--- src/rtl/alu_seq_pkg.sv ---
// Shared types and constants for the ALU command sequencer.
package alu_seq_pkg;

  localparam int DEF_WIDTH   = 32;
  localparam int DEF_SHAMT_W = 5;

  typedef enum logic [1:0] {
    ST_IDLE  = 2'd0,
    ST_EXEC  = 2'd1,
    ST_SHIFT = 2'd2,
    ST_DONE  = 2'd3
  } state_t;

  // Op class is S[3:2] of the ALU opcode.
  localparam logic [1:0] OPC_ARITH = 2'b00;
  localparam logic [1:0] OPC_LOGIC = 2'b01;
  localparam logic [1:0] OPC_SHR   = 2'b10;
  localparam logic [1:0] OPC_SHL   = 2'b11;

endpackage

--- src/rtl/alu_seq_ctrl.sv ---
// Sequencer FSM: state register, shift counter and READY/BUSY/DONE flags.
module alu_seq_ctrl
  import alu_seq_pkg::*;
#(
  parameter int SHAMT_W = DEF_SHAMT_W
) (
  input  logic               clk,
  input  logic               rst,
  input  logic               start,
  input  logic               op_shift,
  input  logic [SHAMT_W-1:0] op_shamt,
  output logic               ready,
  output logic               busy,
  output logic               done,
  output logic               last_shift,
  output state_t             state
);

  logic [SHAMT_W-1:0] cnt_q;

  assign last_shift = (state == ST_SHIFT) && (cnt_q == SHAMT_W'(1));

  // Handshake: a command is taken on any rising edge where start=1 and ready=1;
  // start is ignored whenever ready=0, nothing is queued.
  always_ff @(posedge clk or posedge rst) begin
    if (rst) begin
      state <= ST_IDLE;
      cnt_q <= '0;
      ready <= 1'b1;
      busy  <= 1'b0;
      done  <= 1'b0;
    end else begin
      case (state)
        ST_IDLE: begin
          if (start) begin
            ready <= 1'b0;
            if (!op_shift) begin
              state <= ST_EXEC;
              busy  <= 1'b1;
            end else if (op_shamt == '0) begin
              state <= ST_DONE;
              done  <= 1'b1;
            end else begin
              state <= ST_SHIFT;
              cnt_q <= op_shamt;
              busy  <= 1'b1;
            end
          end
        end
        ST_EXEC: begin
          state <= ST_DONE;
          busy  <= 1'b0;
          done  <= 1'b1;
        end
        ST_SHIFT: begin
          cnt_q <= cnt_q - SHAMT_W'(1);
          if (cnt_q == SHAMT_W'(1)) begin
            state <= ST_DONE;
            busy  <= 1'b0;
            done  <= 1'b1;
          end
        end
        default: begin
          state <= ST_IDLE;
          done  <= 1'b0;
          ready <= 1'b1;
        end
      endcase
    end
  end

endmodule

--- src/rtl/alu_op_sequencer.sv ---
// Multi-cycle command sequencer in front of the combinational ALU; builds
// multi-bit shifts by looping ALU_F back into ALU_A one bit per cycle.
module alu_op_sequencer
  import alu_seq_pkg::*;
#(
  parameter int WIDTH   = DEF_WIDTH,
  parameter int SHAMT_W = DEF_SHAMT_W
) (
  input  logic               clk,
  input  logic               rst,
  input  logic               start,
  output logic               ready,
  output logic               busy,
  input  logic [3:0]         op_s,
  input  logic [WIDTH-1:0]   op_a,
  input  logic [WIDTH-1:0]   op_b,
  input  logic               op_cin,
  input  logic               op_fill,
  input  logic [SHAMT_W-1:0] op_shamt,
  output logic [WIDTH-1:0]   alu_a,
  output logic [WIDTH-1:0]   alu_b,
  output logic               alu_cin,
  output logic               alu_dl,
  output logic               alu_dr,
  output logic [3:0]         alu_s,
  input  logic [WIDTH-1:0]   alu_f,
  input  logic               alu_cout,
  output logic [WIDTH-1:0]   result,
  output logic               res_cout,
  output logic               zero,
  output logic               neg,
  output logic               done,
  output state_t             dbg_state
);

  logic             accept, last_shift, shift_out, fill_q;
  logic             res_load, cout_next;
  logic [WIDTH-1:0] res_next;

  alu_seq_ctrl #(.SHAMT_W(SHAMT_W)) u_ctrl (
    .clk        (clk),
    .rst        (rst),
    .start      (start),
    .op_shift   (op_s[3]),
    .op_shamt   (op_shamt),
    .ready      (ready),
    .busy       (busy),
    .done       (done),
    .last_shift (last_shift),
    .state      (dbg_state)
  );

  assign accept = ready & start;
  assign alu_dl = fill_q;
  assign alu_dr = fill_q;
  // The bit that falls off the end this step; the ALU does not report it.
  assign shift_out = alu_s[2] ? alu_a[WIDTH-1] : alu_a[0];

  always_comb begin
    res_load  = 1'b0;
    res_next  = alu_f;
    cout_next = 1'b0;
    if (accept && op_s[3] && (op_shamt == '0)) begin
      res_load = 1'b1;
      res_next = op_a;
    end else if (dbg_state == ST_EXEC) begin
      res_load  = 1'b1;
      cout_next = (alu_s[3:2] == OPC_ARITH) & alu_cout;
    end else if (last_shift) begin
      res_load  = 1'b1;
      cout_next = shift_out;
    end
  end

  always_ff @(posedge clk or posedge rst) begin
    if (rst) begin
      alu_a    <= '0;
      alu_b    <= '0;
      alu_cin  <= 1'b0;
      fill_q   <= 1'b0;
      alu_s    <= '0;
      result   <= '0;
      res_cout <= 1'b0;
      zero     <= 1'b0;
      neg      <= 1'b0;
    end else begin
      if (accept) begin
        alu_a   <= op_a;
        alu_b   <= op_b;
        alu_cin <= op_cin;
        fill_q  <= op_fill;
        alu_s   <= op_s;
      end else if (dbg_state == ST_SHIFT) begin
        alu_a <= alu_f;
      end
      if (res_load) begin
        result   <= res_next;
        res_cout <= cout_next;
        zero     <= (res_next == '0);
        neg      <= res_next[WIDTH-1];
      end
    end
  end

endmodule

--- config.mk ---
export PLATFORM = sky130hd
export DESIGN_NAME = alu_op_sequencer
export DESIGN_NICKNAME = d
export VERILOG_FILES = /design/src/rtl/alu_seq_pkg.sv /design/src/rtl/alu_seq_ctrl.sv /design/src/rtl/alu_op_sequencer.sv
export SDC_FILE = /design/constraint.sdc
export NUM_CORES = 1
export LEC_CHECK = 0
export BUFFER_PORTS_ARGS = -buffer_cell sky130_fd_sc_hd__buf_2
export CORE_ASPECT_RATIO = 2
export CORE_MARGIN = 5
export CORE_UTILIZATION = 43
export DETAILED_ROUTE_END_ITERATION = 8
export PLACE_DENSITY = 0.75
export SLEW_MARGIN = 20
export SYNTH_ARGS = -nofsm -noshare
export SYNTH_HDL_FRONTEND = slang
export SYNTH_SLANG_ARGS = --single-unit
--- constraint.sdc ---
create_clock -name clk -period 3.3 [get_ports clk]
set_clock_uncertainty 0.15 [all_clocks]
set_input_delay 0 -clock clk [delete_from_list [all_inputs] [get_ports clk]]
set_output_delay 0 -clock clk [all_outputs]
set_load 0.02 [all_outputs]
After elaboration in Yosys (flattened, before gate mapping)

Cells that the tools add are included.

Flip-flop bits (word level): 115
Bits of input ports: 111
Logic and storage cells: 74
Output and inout port bits: 111

Bitwise gates (word level): 3
Equality and inequality tests: 9
Add/sub/neg operators: 1
Reduce and logical (&&, ||, !) cells: 16
Mux-type cells: 31

Operators by type and width:

| cell                                                                    | number |
|---|---|
| 32-bit two-way mux                                                      | 3 |
| 32-bit zero test                                                        | 1 |
| 1-bit two-way mux                                                       | 17 |
| 5-bit two-way mux                                                       | 3 |
| 4-bit AND reduction                                                     | 3 |
| 5-bit one-hot mux with 2 select lines                                   | 1 |
| 2-bit inequality test, second input constant                            | 4 |
| 2-bit two-way mux                                                       | 3 |
| 1-bit one-hot mux with 3 select lines                                   | 2 |
| 2-bit one-hot mux with 3 select lines                                   | 1 |
| 5-bit by 1-bit equality test with 1-bit output, second input constant   | 1 |
| 5-bit zero test                                                         | 1 |
| 5-bit by 1-bit subtractor with 5-bit output, second input constant      | 1 |
| 2-bit zero test                                                         | 2 |
| 2-bit AND reduction                                                     | 2 |
| 2-bit nonzero test                                                      | 2 |
| 1-bit logical AND                                                       | 3 |
| 3-bit inequality test, second input constant                            | 1 |
| 3-bit nonzero test                                                      | 1 |
| 1-bit AND                                                               | 2 |
| 2-bit by 1-bit equality test with 1-bit output, second input constant   | 1 |
| 2-bit equality test, second input constant                              | 1 |
| 2-bit by 1-bit inequality test with 1-bit output, second input constant | 1 |
| 1-bit one-hot mux with 2 select lines                                   | 1 |
| other kinds (2)                                                         | 2 |

Logic depth before layout (Yosys ltp)

Depth after elaboration: 5
Mapped depth: 8
Gate-level depth less buffers: 6

Hierarchy

A second synthesis with hierarchy kept.

Cell total of the unflattened synthesis: 479
Area total of the unflattened synthesis: 5296.3 um2

By module, submodules not included:

| module           | times used | cells each | area each (um2) |
|---|---|---|---|
| alu_op_sequencer | 1          | 399        | 4610.7 |
| alu_seq_ctrl     | 1          | 80         | 685.7 |

Least setup slack after synthesis

Ideal clock, no wire load.

Path type: reg-to-reg
From: reg u_ctrl.state[0]
To: reg result[10]
Required time: 3.027 ns
Clock period less this slack: 2.281 ns
Data arrival time: 2.008 ns
Stages on the path, launching flop included: 9
Path slack: 1.019 ns
Setup time: 0.123 ns
Cells stage by stage: dfrtp_1 > inv_1 > ha_1 > clkbuf_1 > a21oi_1 > buf_2 > clkbuf_1 > mux2i_1 > a21oi_1

Cells in the longest elaborated chain, start to end: 5

RTL lines:

| item                   | RTL line               | RTL |
|---|---|---|
| start, declared        | alu_seq_ctrl.sv:16     | `output state_t state` |
| start signal, assigned | alu_seq_ctrl.sv:27     | `state <= ST_IDLE;` |
| start signal, assigned | alu_seq_ctrl.sv:38     | `state <= ST_EXEC;` |
| start signal, assigned | alu_seq_ctrl.sv:41     | `state <= ST_DONE;` |
| 2-bit equality test    | alu_seq_ctrl.sv:21     | `assign last_shift = (state == ST_SHIFT) && (cnt_q == SHAMT_W'(1));` |
| 1-bit logical AND      | alu_seq_ctrl.sv:21     |  |
| 1-bit two-way mux      | alu_op_sequencer.sv:69 | `end else if (last_shift) begin` |
| 1-bit two-way mux (*)  | alu_op_sequencer.sv:66 | `end else if (dbg_state == ST_EXEC) begin` |
| 1-bit two-way mux (*)  | alu_op_sequencer.sv:63 | `if (accept && op_s[3] && (op_shamt == '0)) begin` |
| end signal, assigned   | alu_op_sequencer.sv:97 | `result <= res_next;` |
| end, declared          | alu_op_sequencer.sv:28 | `output logic [WIDTH-1:0] result,` |

Mark *: on every way between the ends. The rest lies on a longest branch, timed or not.
A chain may end at the register's enable or synchronous reset.

Worst setup path after layout

From: reg u_ctrl.state[0]
To: reg result[8]

Same word-level chain as after synthesis.

==> reports/results.tsv <==
stage	metric	value	unit
final_layout	layout-drive-gt1-share	35.9	%
synth	cell_area_after_synthesis	0.00528	mm^2
timing	finalSetupViolCount	0	
clocking	tritoncts	built	
die	rows	57	
timing	timing.fmax	318	MHz
final_layout	design.final.nets	946	
timing	worst_slew_pin_slew	0.807	ns
synth	postSynthNetCount	590	
clocking	worst_setup_hold_path_clk_slew	0.06	ns
final_layout	syn_to_final_growth	61.0	%
clocking	postCtsSetupRepairBufs	0	
die	die_height	167	um
timing	min_period	3.14	ns
synth	synth_top_family_by_area	multiplexers	
routing	drt_first_iter_violations	295	
placement	hpwl	11.7	mm
timing	totalNegativeSetupSlack	0	ns
timing	share_of_the_cycle_needed_by_the_critical_path_after_routing	95.2	%
routing	dr_vias	5360	
synth	post-synth-top-count-cell	dfrtp_1	
grt	grt.total_usage	25.3	%
setup_path	setup.worst_path.start_class	flop	
flow_run	drv_cap	0	
setup_path	critPathArrivalTime	3.27	ns
min_path	hp-class	input pin to flop	
synth	post-synth-top-area-cell	dfrtp_1	
clocking	h-tree-depth	4	
status	outcome	finished, final reports clean	
synth	ys_top_cells_by_area	dfrtp_1, mux2i_1, mux2_2	
timing	report.final.hold_viol_count	0	
power_and_ir_drop	power.static_leakage	0.00407	uW
routing	antenna_left	0	
timing	worst_slew_margin_rel	46.1	%
grt	grt-ovfl-total	0	
power_and_ir_drop	design_power_total	8320	uW
grt	first_global_vias	5856	
synth	synth-simple-area-share	10.3	%
synth	synth_seq_area_share	54.1	%
synth	synth-seq-cells	114	
synth	yosys.area_share.xor_xnor	0	%
grt	antenna_found_initial	0	
clocking	post_cts_resized	0	
grt	grt_first_pass_wirelength	29.1	mm
die	die-width	88.3	um
timing	grt_setup_unrepaired	no	
synth	avgSynthCellArea	11.2	um^2
clocking	cts_made_buffers	17	
die	num_io_pins	222	
setup_path	setup.worst_path.class	flop to flop	
routing	drt_pre_antenna_iters	5	
synth	post_synthesis_compound_gate_area_fraction	10.1	%
synth	dominantRegCellSynth	dfrtp_1	
synth	synth.distinct_cells	44	
placement	finalWeightedCongestion	0.870	
power_and_ir_drop	ir_drop_worst_vdd	0.000732	V
synth	async_set_or_reset_register_ratio_after_synthesis	100	%
clocking	clock-sinks	114	
routing	vias_per_cell	5.43	
die	start_util	43.5	%
die	floorplan.core_area	0.0121	mm^2
synth	synth_fa_ha_area_share	1.42	%
synth	synth-warning-count	0	
synth	yosys-top-cells-count	dfrtp_1, a21oi_1, nor2_1	
clocking	cts_max_path_buffers	2	
placement	buffer_ports.inserted	221	
power_and_ir_drop	power_density	979	mW/mm^2
grt	pin_count_of_the_biggest_net_entering_global_routing	103	
routing	drt-wirelength-per-cell	18.6	um
synth	synthCells	473	
clocking	worst_skew_pair_latency	0.40	ns
synth	yosysTopAreaCellShare	53.6	%
final_layout	fill_cells	846	
synth	synth_enable_flop_cells	0	
setup_path	worst-path-max-fanout	21	
timing	slew_viol_final	0	
final_layout	diodes	0	
setup_path	critical_path_required	3.43	ns
clocking	root_buffer	clkbuf_16	
clocking	holdBufCountCts	144	
synth	synth.area.mux_share	20.4	%
setup_path	worst_setup_path_end_kind	flop	
die	die_area	0.0147	mm^2
routing	drc_viols	0	
routing	postRouteWirelength	18.4	mm
==> where the power goes <==
group | switching [uW] | internal (uW)
combinational | 2260 | 1800
sequential | 444 | 2090
clock | 634 | 1090
total | 3340 | 4980
==> critical path, stage by stage (launching register included) <==
cell and delay [ns]:
dfrtp_1 0.40, inv_1 0.10, ha_2 0.40, a21oi_4 0.73, buf_12 0.27, mux2i_1 0.25, a21oi_1 0.10, dlygate4sd3_1 0.60
==> final timing paths <==
kind	from	end	slack, ns	cells past startpoint
min reg2reg	alu_b[29]	alu_b[29]	0.35	1
max reg2reg	u_ctrl.state[0]	result[8]	0.16	7
max in group asynchronous	rst	u_ctrl.ready	2.08	4
min in group asynchronous	rst	alu_b[15]	0.10	3
min	op_shamt[4]	u_ctrl.cnt_q[4]	0.05	4
max	u_ctrl.state[0]	result[8]	0.16	7
==> sequential cells by signal, indices dropped and copies added (netlist names) <==
register	count
alu_a	32
alu_b	32
result	32
u_ctrl.cnt_q	5
alu_s	4
u_ctrl.state	2
alu_cin	1
alu_dl	1
res_cout	1
u_ctrl.busy	1
u_ctrl.done	1
u_ctrl.ready	1
zero	1
==> through the flow <==
stage	cells	setup WS (ns)	hold WS [ns]	instance area (um^2)	util, %
after floorplan	473	0.136	-0.00751	5280	-
after global placement	813	0.833	-0.0148	6480	53.5
after detailed placement	813	0.731	-0.000369	6480	53.5
after CTS	988	0.179	0.0220	8480	69.9
after global routing	988	0.0186	0.0489	8490	70.1
final	988	0.160	0.0512	8490	70.1
==> final cells by class <==
type	instances	area (um^2)	share of cell area, %
Clock buffer	22	474	5.58
Sequential cell	114	2850	33.6
Multi-Input combinational cell	317	2260	26.6
Timing Repair Buffer	368	2590	30.6
Clock inverter	9	82.6	0.972
Tap cell	147	184	2.17
Inverter	11	43.8	0.516
==> placed cells by master (no fill, tap or decap), types with 3 or more instances in the layout <==
master,synthesis,final
clkinv_2,0,4
nand4_1,4,4
a21oi_1,68,67
buf_2,2,221
inv_1,11,10
nand3_1,5,5
clkbuf_16,0,17
clkbuf_8,0,3
nor2_1,68,68
dfrtp_1,113,113
ha_1,6,5
nor4_1,16,16
nand2_1,9,8
mux2_2,37,37
mux2i_1,66,66
o21ai_0,6,6
dlygate4sd3_1,0,144
==> cell families after synthesis <==
family | count (synthesis)
simple gates | 115
buf+inv | 42
mux | 103
fa+ha+maj | 6
flops | 114
compound gates | 93
==> per-layer routing <==
metal | vias up | track usage (%) | share of wire, %
met5 | - | 0 | 0
met4 | 0 | 14.1 | 5.2
met3 | 79 | 6.77 | 6.3
met2 | 279 | 44.3 | 54
met1 | 2609 | 26.3 | 35
li1 | 2393 | - | -
Note: power is estimated with default switching activity, not from simulation.
